<file path="src/rtl/reset_seq_pkg.sv">
// Shared types and width helpers for the multi-channel reset sequencer.
package reset_seq_pkg;

   typedef enum logic [1:0] {
      WAIT_OK,
      RELEASE,
      RUN,
      FAULT
   } seq_state_t;

   localparam int FCNT_W = 8;

   function automatic int cnt_width(input int max_val);
      return (max_val < 1) ? 1 : $clog2(max_val + 1);
   endfunction

endpackage

</file>
<file path="src/rtl/reset_lock_filter.sv">
// PLL lock qualifier: all lock bits must stay high for LOCK_FILTER cycles.
module reset_lock_filter
   import reset_seq_pkg::*;
#(
   parameter int NUM_PLL     = 2,
   parameter int LOCK_FILTER = 8
) (
   input  logic               clk,
   input  logic               rst_n,
   input  logic               enable,
   input  logic [NUM_PLL-1:0] pll_lock,
   output logic               lock_ok
);

   localparam int LFW = cnt_width(LOCK_FILTER);
   localparam logic [LFW-1:0] LF_MAX = LFW'(LOCK_FILTER);

   logic [LFW-1:0] count;

   always_ff @(posedge clk) begin
      if (!rst_n) begin
         count <= '0;
      end else if (!(&pll_lock)) begin
         count <= '0;
      end else if (enable && count != LF_MAX) begin
         count <= count + LFW'(1);
      end
   end

   assign lock_ok = (count == LF_MAX);

endmodule

</file>
<file path="src/rtl/reset_sequencer_mc.sv">
// Ordered multi-channel fabric reset release with fault re-sequencing.
// Optional per-channel software reset: RESET_SEQUENCER_SW_RST_EN.
module reset_sequencer_mc
   import reset_seq_pkg::*;
#(
   parameter int NUM_CH      = 4,
   parameter int NUM_PLL     = 2,
   parameter int NUM_BANK    = 2,
   parameter int LOCK_FILTER = 8,
   parameter int RELEASE_GAP = 16,
   parameter int PD_HOLD     = 4
) (
   input  logic                CLK,
   input  logic                EXT_RST_N,
   input  logic                INIT_DONE,
   input  logic [NUM_BANK-1:0] BANK_VDDI_STATUS,
   input  logic [NUM_PLL-1:0]  PLL_LOCK,
`ifdef RESET_SEQUENCER_SW_RST_EN
   input  logic [NUM_CH-1:0]   SW_RST_REQ,
`endif
   output logic [NUM_CH-1:0]   FABRIC_RESET_N,
   output logic                PLL_POWERDOWN_B,
   output logic                SEQ_DONE,
   output logic [FCNT_W-1:0]   FAULT_CNT
);

   localparam int GW = cnt_width(RELEASE_GAP);
   localparam int CW = cnt_width(NUM_CH);
   localparam int PW = cnt_width(PD_HOLD);
   localparam logic [GW-1:0] GAP_LOAD = GW'(RELEASE_GAP - 1);
   localparam logic [CW-1:0] LAST_CH  = CW'(NUM_CH - 1);

   seq_state_t        state, state_nx;
   logic [NUM_CH-1:0] rel, rel_nx;
   logic              done, done_nx;
   logic [FCNT_W-1:0] fcnt, fcnt_nx;
   logic [GW-1:0]     gap, gap_nx;
   logic [CW-1:0]     idx, idx_nx;
   logic              pd_b;
   logic [PW-1:0]     pd_cnt;
   logic              lock_ok;
   logic              ok;
   logic              fault;

`ifdef RESET_SEQUENCER_SW_RST_EN
   logic [GW-1:0]     swc    [NUM_CH];
   logic [GW-1:0]     swc_nx [NUM_CH];
   logic [NUM_CH-1:0] hold, hold_nx;
`endif

   reset_lock_filter #(
      .NUM_PLL     (NUM_PLL),
      .LOCK_FILTER (LOCK_FILTER)
   ) u_lock (
      .clk      (CLK),
      .rst_n    (EXT_RST_N),
      .enable   (pd_b),
      .pll_lock (PLL_LOCK),
      .lock_ok  (lock_ok)
   );

   // PLLs stay powered down for PD_HOLD edges after reset is released
   always_ff @(posedge CLK) begin
      if (!EXT_RST_N) begin
         pd_cnt <= '0;
         pd_b   <= 1'b0;
      end else if (!pd_b) begin
         pd_cnt <= pd_cnt + PW'(1);
         pd_b   <= (pd_cnt == PW'(PD_HOLD - 1));
      end
   end

   assign ok    = INIT_DONE & (&BANK_VDDI_STATUS) & lock_ok;
   assign fault = !ok && (state == RELEASE || state == RUN);

   always_comb begin
      state_nx = state;
      rel_nx   = rel;
      done_nx  = done;
      fcnt_nx  = fcnt;
      gap_nx   = gap;
      idx_nx   = idx;
`ifdef RESET_SEQUENCER_SW_RST_EN
      swc_nx   = swc;
      hold_nx  = hold;
`endif
      if (fault) begin
         state_nx = FAULT;
         rel_nx   = '0;
         done_nx  = 1'b0;
         idx_nx   = '0;
         fcnt_nx  = (fcnt == '1) ? fcnt : fcnt + FCNT_W'(1);
`ifdef RESET_SEQUENCER_SW_RST_EN
         hold_nx  = '0;
`endif
      end else begin
         unique case (state)
            WAIT_OK: begin
               if (ok) begin
                  rel_nx[0] = 1'b1;
                  gap_nx    = GAP_LOAD;
                  idx_nx    = CW'(1);
                  if (NUM_CH == 1) begin
                     state_nx = RUN;
                     done_nx  = 1'b1;
                  end else begin
                     state_nx = RELEASE;
                  end
               end
            end
            RELEASE: begin
               if (gap != '0) begin
                  gap_nx = gap - GW'(1);
               end else begin
                  rel_nx = rel | (NUM_CH'(1) << idx);
                  if (idx == LAST_CH) begin
                     state_nx = RUN;
                     done_nx  = 1'b1;
                  end else begin
                     idx_nx = idx + CW'(1);
                     gap_nx = GAP_LOAD;
                  end
               end
            end
            RUN: begin
`ifdef RESET_SEQUENCER_SW_RST_EN
               // a repeat request while held restarts that channel's hold
               for (int i = 0; i < NUM_CH; i++) begin
                  if (SW_RST_REQ[i]) begin
                     rel_nx[i]  = 1'b0;
                     hold_nx[i] = 1'b1;
                     swc_nx[i]  = GAP_LOAD;
                  end else if (hold[i]) begin
                     if (swc[i] == '0) begin
                        rel_nx[i]  = 1'b1;
                        hold_nx[i] = 1'b0;
                     end else begin
                        swc_nx[i] = swc[i] - GW'(1);
                     end
                  end
               end
`endif
            end
            FAULT: state_nx = WAIT_OK;
            default: state_nx = WAIT_OK;
         endcase
      end
   end

   always_ff @(posedge CLK) begin
      if (!EXT_RST_N) begin
         state <= WAIT_OK;
         rel   <= '0;
         done  <= 1'b0;
         fcnt  <= '0;
         gap   <= '0;
         idx   <= '0;
      end else begin
         state <= state_nx;
         rel   <= rel_nx;
         done  <= done_nx;
         fcnt  <= fcnt_nx;
         gap   <= gap_nx;
         idx   <= idx_nx;
      end
   end

`ifdef RESET_SEQUENCER_SW_RST_EN
   always_ff @(posedge CLK) begin
      if (!EXT_RST_N) begin
         hold <= '0;
         for (int i = 0; i < NUM_CH; i++) swc[i] <= '0;
      end else begin
         hold <= hold_nx;
         for (int i = 0; i < NUM_CH; i++) swc[i] <= swc_nx[i];
      end
   end
`endif

   assign FABRIC_RESET_N  = rel;
   assign PLL_POWERDOWN_B = pd_b;
   assign SEQ_DONE        = done;
   assign FAULT_CNT       = fcnt;

endmodule

</file>
<file path="config.mk">
export PLATFORM = sky130hd
export DESIGN_NAME = reset_sequencer_mc
export DESIGN_NICKNAME = d
export VERILOG_FILES = /design/src/rtl/reset_seq_pkg.sv /design/src/rtl/reset_lock_filter.sv /design/src/rtl/reset_sequencer_mc.sv
export SDC_FILE = /design/constraint.sdc
export NUM_CORES = 1
export LEC_CHECK = 0
export CAP_MARGIN = 10
export CORE_ASPECT_RATIO = 1.75
export CORE_MARGIN = 4
export CORE_UTILIZATION = 49
export DETAILED_ROUTE_END_ITERATION = 10
export DONT_BUFFER_PORTS = 1
export PLACE_DENSITY = 0.7
export SYNTH_ARGS = -nofsm -noshare
export SYNTH_HDL_FRONTEND = slang
export SYNTH_SLANG_ARGS = --single-unit
</file>
<file path="constraint.sdc">
create_clock -name CLK -period 5.75 [get_ports CLK]
set_clock_uncertainty 0.05 [all_clocks]
set_input_delay 0.575 -clock CLK [delete_from_list [all_inputs] [get_ports CLK]]
set_output_delay 0.575 -clock CLK [all_outputs]
set_load 0.01 [all_outputs]
</file>
==> impl_metrics.ini <==
[clock_tree]
clock_latency_ns = 0.27
cts_buffers = 5
cts_sinks = 31
post_cts_buffers = 0
cts_max_level = 2
cts_resized = 0
cts_tree = done
cts_buffer_depth = 2
cts.root.buffer_cell = clkbuf_8
hold_buffers = 0
cts.reportedPaths.clkPinSlew_ns = 0.06

[sta]
fmax_mhz = 433.8
slew_headroom_pct = 35.72
finalHoldViolations = 0
rsz0062_at_grt = false
slew_violations = 0
fin_crit_ns = 2.305
fin_crit_sh_pct = 40.09
fin_ws_ns = 3.445
fin_tns_setup_ns = 0
setup_viol_count_final = 0
worst_slew_pin_slew_ns = 0.9577

[finish]
fin_nets = 208
drive_gt1_share_pct = 6.383
diodes = 0
fin_area_um2 = 1700
multiInputGateArea_um2 = 888.4
nFillCells = 306
regArea_um2 = 620.6
fin_util_pct = 54.12
syn_to_final_growth_pct = 6.255

[pwr]
irDropWorstVdd_mv = 0.2679
p_per_area_nw_per_um2 = 444.1
combPwrFrac_pct = 40.1
power_switching_share_pct = 39.55
seqPwrFrac_pct = 39.0
p_leak_nw = 0.6246
power_frac_clock_pct = 20.9
total_power_mw = 0.7551
switching_power_mw = 0.2986
p_int_mw = 0.4565

[critical_path]
path_cells = inv_1 -> ha_1 -> nand3b_1 -> o21ai_1 -> a21bo_2 -> a22o_1
critPathMaxStageDelay_ns = 0.83
crit_slowest_cell = o21ai_1
crit_buf_inv = 1
path_class = register to register
crit_family = compound AO/OA/AOI/OAI gates
cp.arrival_ns = 2.42
startpoint_type = register
worst_ep_required_time_ns = 5.86
critPathMaxFanout = 17
critical_path.endpoint_type = register

[floorplan]
rows = 27
die_area_um2 = 4280
fp.dieW_um = 51.20
die_height_um = 83.60
start_util_pct = 50.94
core_um2 = 3142
pin_count = 21

[status]
status = finished clean

[logic_synthesis]
yosys_register_bits = 31
synthesis.nets = 208
synth_edf_count = 0
synth.avg_cell_area_um2 = 8.558
synth_top_area_share_pct = 38.78
synth_area_leader_cell = dfxtp_1
syn-cell-area_um2 = 1600
synth_area_leaders = dfxtp_1, ha_1, nor2_1
syn_inst = 187
ys_seq_area_share_pct = 38.78
yosysWarningCount = 0
synth_ff_type = dfxtp_1
synthArstFlopShare_pct = 0
yosysUniqueCellTypes = 45

[placement]
post-place-ws_ns = 3.434
place_congestion = 0.7863
dp_hpwl_mm = 2.362
placedInstanceArea_um2 = 1619
port_buffers = 0

[run]
cap_violations = 0

[drt]
drt_iter0_drc = 44
detail-route-antenna-nets = 0
dr.pass1.iters = 4
routed_wl_mm = 3.228
viasPerCell = 5.974
drc_errors = 0
num_vias = 1380
wire_per_inst_um = 13.97

[global_routing]
grt_pass1_wl_mm = 5.478
grt-ovfl-total = 0
grt_max_degree = 21
antenna_found_initial = 0
grt_pass1_vias = 1337
grt_usage_pct = 16.58

[min_path]
hold_class = input port to register
-- final timing paths --
check / start / to / slack (ns) / cells past startpoint
worst min register to register: gap[4] / gap[4] / 0.39 / 2
worst max register to register: u_lock.count[0] / state[0] / 3.44 / 6
worst min-delay path: EXT_RST_N / gap[4] / 0.38 / 2
worst max-delay path: u_lock.count[0] / state[0] / 3.44 / 6
-- cell usage after synthesis (5+ instances only) --
| cell | instances |
|---|---|
| nand4_1 | 6 |
| nand3_1 | 7 |
| inv_1 | 15 |
| ha_1 | 14 |
| dfxtp_1 | 31 |
| a21oi_1 | 9 |
| clkbuf_1 | 5 |
| nor2_1 | 23 |
| o21ai_0 | 5 |
| nand2_1 | 13 |
| nor3_1 | 7 |
-- per-layer routing --
layer	global-route usage [%]	part of all wire, %	vias to the layer above
li1	-	-	669
met1	16.74	39	653
met2	27.26	50	50
met3	6.798	7.7	8
met4	10.29	2.4	0
met5	0	0	-
-- cell type report --
cell class              instances  share of cell area [%]
flip-flops and latches         31                   36.50
multi-input cells             134                   52.24
inverters                      15                   3.311
clock buffers                   7                   4.489
well taps                      43                   3.164
clock inverters                 1                  0.2943
-- power groups by stage --
stage          clock network (mW)  registers [mW]  logic (mW)
3_5_place_dp                    0           0.299       0.302
4_1_cts                     0.165           0.294       0.304
2_1_floorplan                   0           0.287       0.267
6_report                    0.158           0.295       0.303
3_3_place_gp                    0           0.295       0.284
5_1_grt                     0.176           0.301       0.341
-- flip-flops by register name (all words and copies together), names as in the netlist --
| signal | flops |
|---|---|
| gap | 5 |
| pd_cnt | 3 |
| FABRIC_RESET_N | 4 |
| idx | 3 |
| PLL_POWERDOWN_B | 1 |
| SEQ_DONE | 1 |
| FAULT_CNT | 8 |
| u_lock.count | 4 |
| state | 2 |
-- logic make-up (layout without fill, tap and decap cells) --
| group | count (synthesis) | in the layout | synth area share (%) |
|---|---|---|---|
| simple gates | 72 | 72 | 22.52 |
| flops | 31 | 31 | 38.78 |
| buf+inv | 22 | 23 | 5.707 |
| fa+ha+maj | 14 | 14 | 10.95 |
| xor+xnor | 4 | 4 | 2.190 |
| compound gates | 41 | 41 | 17.98 |
| mux | 3 | 3 | 1.877 |
-- cell usage in the layout, fill, tap and decap left out, types with 2 or more instances in the layout --
cell type,count
dfxtp_1,31
nor2_1,23
inv_1,15
ha_1,14
nand2_1,13
a21oi_1,9
nand3_1,7
nor3_1,7
nand4_1,6
o21ai_0,5
clkbuf_8,5
nor4_1,3
o22ai_1,3
o311ai_0,3
nand2b_1,3
mux2i_1,3
a31oi_1,3
xor2_1,3
o21ai_1,2
nor3b_1,2
o41ai_1,2
o31ai_1,2
clkbuf_1,2
-- worst reg2reg max path, stage by stage (launching register included) --
cell	delay [ns]
dfxtp_1	0.32
inv_1	0.09
ha_1	0.15
nand3b_1	0.22
o21ai_1	0.83
a21bo_2	0.30
a22o_1	0.23
-- stage by stage --
| step | hold slack, ns | std cells |
|---|---|---|
| after floorplan | 0.3572 | 187 |
| after global placement | 0.3690 | 223 |
| after detailed placement | 0.3833 | 223 |
| after CTS | 0.3652 | 231 |
| after global routing | 0.3626 | 231 |
| final | 0.3767 | 231 |
Note: power is estimated with default switching activity, not from simulation.
==> RTL edit 1 (same flow settings) <==
The option `RESET_SEQUENCER_SW_RST_EN` is turned on by a define.
--- a/src/rtl/reset_sequencer_mc.sv
+++ b/src/rtl/reset_sequencer_mc.sv
@@ -1,5 +1,7 @@
 // Ordered multi-channel fabric reset release with fault re-sequencing.
 // Optional per-channel software reset: RESET_SEQUENCER_SW_RST_EN.
+`define RESET_SEQUENCER_SW_RST_EN
+
 module reset_sequencer_mc
    import reset_seq_pkg::*;
 #(
Interface: changed (added SW_RST_REQ); port bits go from 21 to 25. No check against the original RTL was run, so the function may have changed too.
==> RTL edit 1 against the unedited design <==
Worst setup slack got worse by 310 ps. Synthesized area rose by 87%. Sequential cell count rose by 24. Critical path type unchanged. Highest routed layer unchanged. Clock power rose by 34%. Sequential power rose by 84%. Global-route usage rose by 1.5 points. Final area rose by 83%. Wire length rose by 110%. Sequential share of layout area fell by 1.1 points. Power rose by 82%.
==> RTL edit 1: results (changes against the unedited design) <==
Yosys
  • Top post-synthesis cells by count: dfxtp_1, inv_1, a21oi_1, ha_1, nand2_1
  • Post-synthesis sequential area ratio: 0.367 (-0.0205)
  • Synth area leaders: dfxtp_1, ha_1, a21oi_1
  • Syn Nets: 377 (+81%)
  • Netlist cell types: 60 (+33%)
  • Fraction of registers with async set/reset: 0 (unchanged)
  • Syn Area/Cell: 8.66 sq um (+1.2%)

GRT
  • Vias in the first global route: 2,395 (+79%)
  • First-pass GRT wire length: 10,800 um (+97%)
  • Total track usage: 0.181 (+0.0153)

STA
  • Rel. slew slack: 0.268 (-0.0897)

Layout
  • Max FFs per register: 20 (+12)
  • Fill cell count: 616 (+100%)
  • Fin nets: 371 (+78%)

Pwr
  • Peak VDD IR: 0.266 mV (-0.87%)
  • Leak pwr: 1.11 nW (+77%)

Run status
  • Status: completed

Place
  • Setup WS pre-CTS: 3170 ps (-265 ps)
  • HPWL Detailed: 4890 um (+110%)
  • Gpl congestion: 0.840 (+6.8%)
  • DP Area: 3030 sq um (+87%)
  • Cells after DPL: 411 (+84%)

CTS
  • Htree depth: 2 (unchanged)
  • Clock transition at path regs: 100 ps (+40 ps)

Critical path
  • Worst-path maximum fanout: 12 (-5)
  • Critical path arrival: 2790 ps (+370 ps)
  • Crit-path max cell delay: 910 ps (+80 ps)

Drt
  • Total Wirelength: 6650 um (+110%)
  • DR iter-0 viols: 141 (+220%)
  • Routed len/inst: 15.9 um (+13%)
==> RTL edit 1: cell types whose count changed after synthesis, sizes merged, moves of 7 or more <==
| cell | delta |
|---|---|
| o21ai | +10 |
| dfxtp | +24 |
| a211oi | +7 |
| nand2 | +7 |
| inv | +18 |
| a21oi | +20 |
==> RTL edit 1: logic make-up after synthesis <==
| kind of cell | count (synthesis) | share of synthesized area |
|---|---|---|
| adder cells (fa/ha/maj) | 20 | 0.0835 |
| multiplexers | 1 | 0.00334 |
| AND/OR/NAND/NOR | 105 | 0.202 |
| flip-flops | 55 | 0.367 |
| buffers and inverters | 47 | 0.0659 |
| XOR/XNOR | 4 | 0.0117 |
| AO/OA/AOI/OAI | 114 | 0.267 |
==> RTL edit 1: through the flow <==
step           utilization  hold WS, ps
3_3_place_gp         0.511          391
3_5_place_dp         0.511          401
2_1_floorplan            -          370
4_1_cts              0.525          303
6_report             0.525          316
5_1_grt              0.525          303
==> RTL edit 1: path summary, 6_finish.rpt <==
check / startpoint / to / slack (ps) / cells after the start
min: SW_RST_REQ[2] / FABRIC_RESET_N[2] / 320 / 1
max: u_lock.count[0] / idx[0] / 3130 / 6
max reg2reg: u_lock.count[0] / idx[0] / 3130 / 6
min reg2reg: gap[4] / gap[4] / 410 / 2
==> RTL edit 1: routing by layer <==
layer / part of all wire / wire, um / vias up / track usage
met4: 0.022 / 146 / 0 / 0.0691
met1: 0.41 / 2700 / 1252 / 0.188
met5: 0 / 0 / - / 0
met2: 0.54 / 3610 / 39 / 0.338
met3: 0.029 / 190 / 14 / 0.0363
li1: - / - / 1288 / -
==> RTL edit 1: power breakdown <==
part           internal (W)  switching, W  leakage, nW
clock             0.0000860      0.000126       0.0422
sequential         0.000458     0.0000850        0.447
combinational      0.000232      0.000388        0.618
==> RTL edit 1: worst max-delay path: cells and delay by family, from the launching register on <==
| family | cells | cell delay, ps |
|---|---|---|
| AO/OA/AOI/OAI | 2 | 1220 |
| AND/OR/NAND/NOR | 2 | 660 |
| flip-flops | 1 | 340 |
| adder cells (fa/ha/maj) | 1 | 160 |
| buffers and inverters | 1 | 90 |
==> RTL edit 1: area by class of cell <==
type	count	area share
Multi-Input combinational cell	244	0.546
Sequential cell	55	0.354
Inverter	33	0.0398
Tap cell	78	0.0314
Clock buffer	7	0.0245
Timing Repair Buffer	1	0.00241
Clock inverter	1	0.00161
==> RTL edit 2 (config.mk and constraints unchanged) <==
Without the edit above. Compare `count` against `LF_MAX` with >= in place of ==.
--- a/src/rtl/reset_lock_filter.sv
+++ b/src/rtl/reset_lock_filter.sv
@@ -27,7 +27,7 @@
       end
    end
 
-   assign lock_ok = (count == LF_MAX);
+   assign lock_ok = (count >= LF_MAX);
 
 endmodule
 
Formal check against the unedited RTL: same outputs for any inputs over 10 cycles, from zero or initial values and one cycle with EXT_RST_N low; that may be too few to reach the edited logic, so the function may still have changed.
==> RTL edit 2 against the unedited design <==
Sequential cell count unchanged. Critical endpoint is now gap[0]. Worst setup slack better by 270 ps. Final area up 2.5%. Synthesized area up 2.2%. Critical path type unchanged. Power down 0.82%. Via count down 0.36%. Wire length up 5.6%.
==> RTL edit 2: results (changes against the unedited design) <==
Run status
  • Status: completed

Pwr
  • Pwr Density: 430 nW/um^2 (-3.2%)
  • Leak pwr: 0.644 nW (+3.1%)
  • Sw power: 0.000300 W (+0.37%)
  • Peak VDD IR: 0.365 mV (+36%)
  • Combinational power: 0.000296 W (-2%)

Critical path
  • Family with the most delay on the worst path: simple AND/OR/NAND/NOR gates
  • Worst-path maximum fanout: 8 (-9)
  • Crit-path max cell delay: 400 ps (-430 ps)
  • Crit-path slowest cell: nor4b_2
  • Critical path arrival: 2150 ps (-270 ps)

Drt
  • Top sig layer: met4
  • WL met1: 1340 um (+5.9%)
  • DR iter-0 viols: 34 (-23%)
  • Met3 wire length: 174 um (-30%)
  • Via-per-instance ratio: 5.85 (-2.1%)
  • Drt pass-1 iters: 4 (unchanged)
  • Met2 routed WL: 1870 um (+15%)
  • Total Wirelength: 3410 um (+5.6%)

CTS
  • Htree depth: 2 (unchanged)
  • Post-CTS setup buffers: 0 (unchanged)
  • Post-cts resize count: 0 (unchanged)
  • Clock tree buffer depth: 2 (unchanged)
  • Clock transition at path regs: 60 ps (about the same)
  • TritonCTS Buffers: 5 (unchanged)

Layout
  • Share of cells above drive strength 1: 0.0521 (-0.0117)
  • Fill cell count: 302 (-1.3%)
  • Fin util: 0.549 (+0.00764)
  • Layout Cells excl Fill: 235 (+1.7%)
  • # diodes: 0 (unchanged)

GRT
  • Vias in the first global route: 1,352 (+1.1%)
  • M3 GR Usage: 0.0639 (-0.00404)
  • First-pass GRT wire length: 5590 um (+2.0%)
  • Pin count of the biggest net entering global routing: 15 (-29%)
  • Total track usage: 0.164 (-0.00152)
  • Busiest metal layer after global routing: met2
  • Met2 usage: 0.292 (+0.0197)
  • GR Util met1: 0.165 (-0.00221)

Place
  • Setup WS pre-CTS: 3770 ps (+333 ps)
  • Input/output buffers: 0 (unchanged)
  • Cells after DPL: 227 (+1.8%)
  • DP Area: 1660 sq um (+2.6%)
  • Gpl congestion: 0.889 (+13%)
  • HPWL Detailed: 2570 um (+8.9%)

Yosys
  • Synth area leaders: dfxtp_1, ha_1, a21oi_1
  • Post-synthesis sequential area ratio: 0.379 (-0.00831)
  • Netlist cell types: 42 (-6.7%)
  • Syn Nets: 212 (+1.9%)
  • Top post-synthesis cells by count: dfxtp_1, inv_1, nor2_1
  • Syn Area/Cell: 8.56 sq um (about the same)
  • Yosys warns: 0 (unchanged)

Job
  • Max cap viols: 0 (unchanged)

STA
  • Slew at the pin closest to its max-slew limit: 661 ps (-297 ps)
-- RTL edit 2: worst paths after layout --
check / cells after the start / to / slack [ps] / start
hold reg to reg: 2 / gap[4] / 420 / gap[4]
setup / recovery: 6 / gap[0] / 3710 / gap[0]
hold / removal: 1 / FAULT_CNT[4] / 370 / EXT_RST_N
setup reg to reg: 6 / gap[0] / 3710 / gap[0]
-- RTL edit 2: kinds of logic after synthesis --
group	synth area share
compound gates	0.191
xor+xnor	0.0268
fa+ha+maj	0.107
buf+inv	0.0581
flops	0.379
mux	0.0184
simple gates	0.220
-- RTL edit 2: worst register-to-register path: stages, from the launching register on --
cell and delay, ps:
dfxtp_1 340, inv_1 70, ha_1 210, nor4b_2 400
nand3_1 310, and2_1 270, o221a_2 280
-- RTL edit 2: layout make-up --
class	count	area share
Clock buffer	7	0.0438
Clock inverter	1	0.00287
Inverter	18	0.0388
Multi-Input combinational cell	135	0.528
Sequential cell	31	0.356
Tap cell	43	0.0309
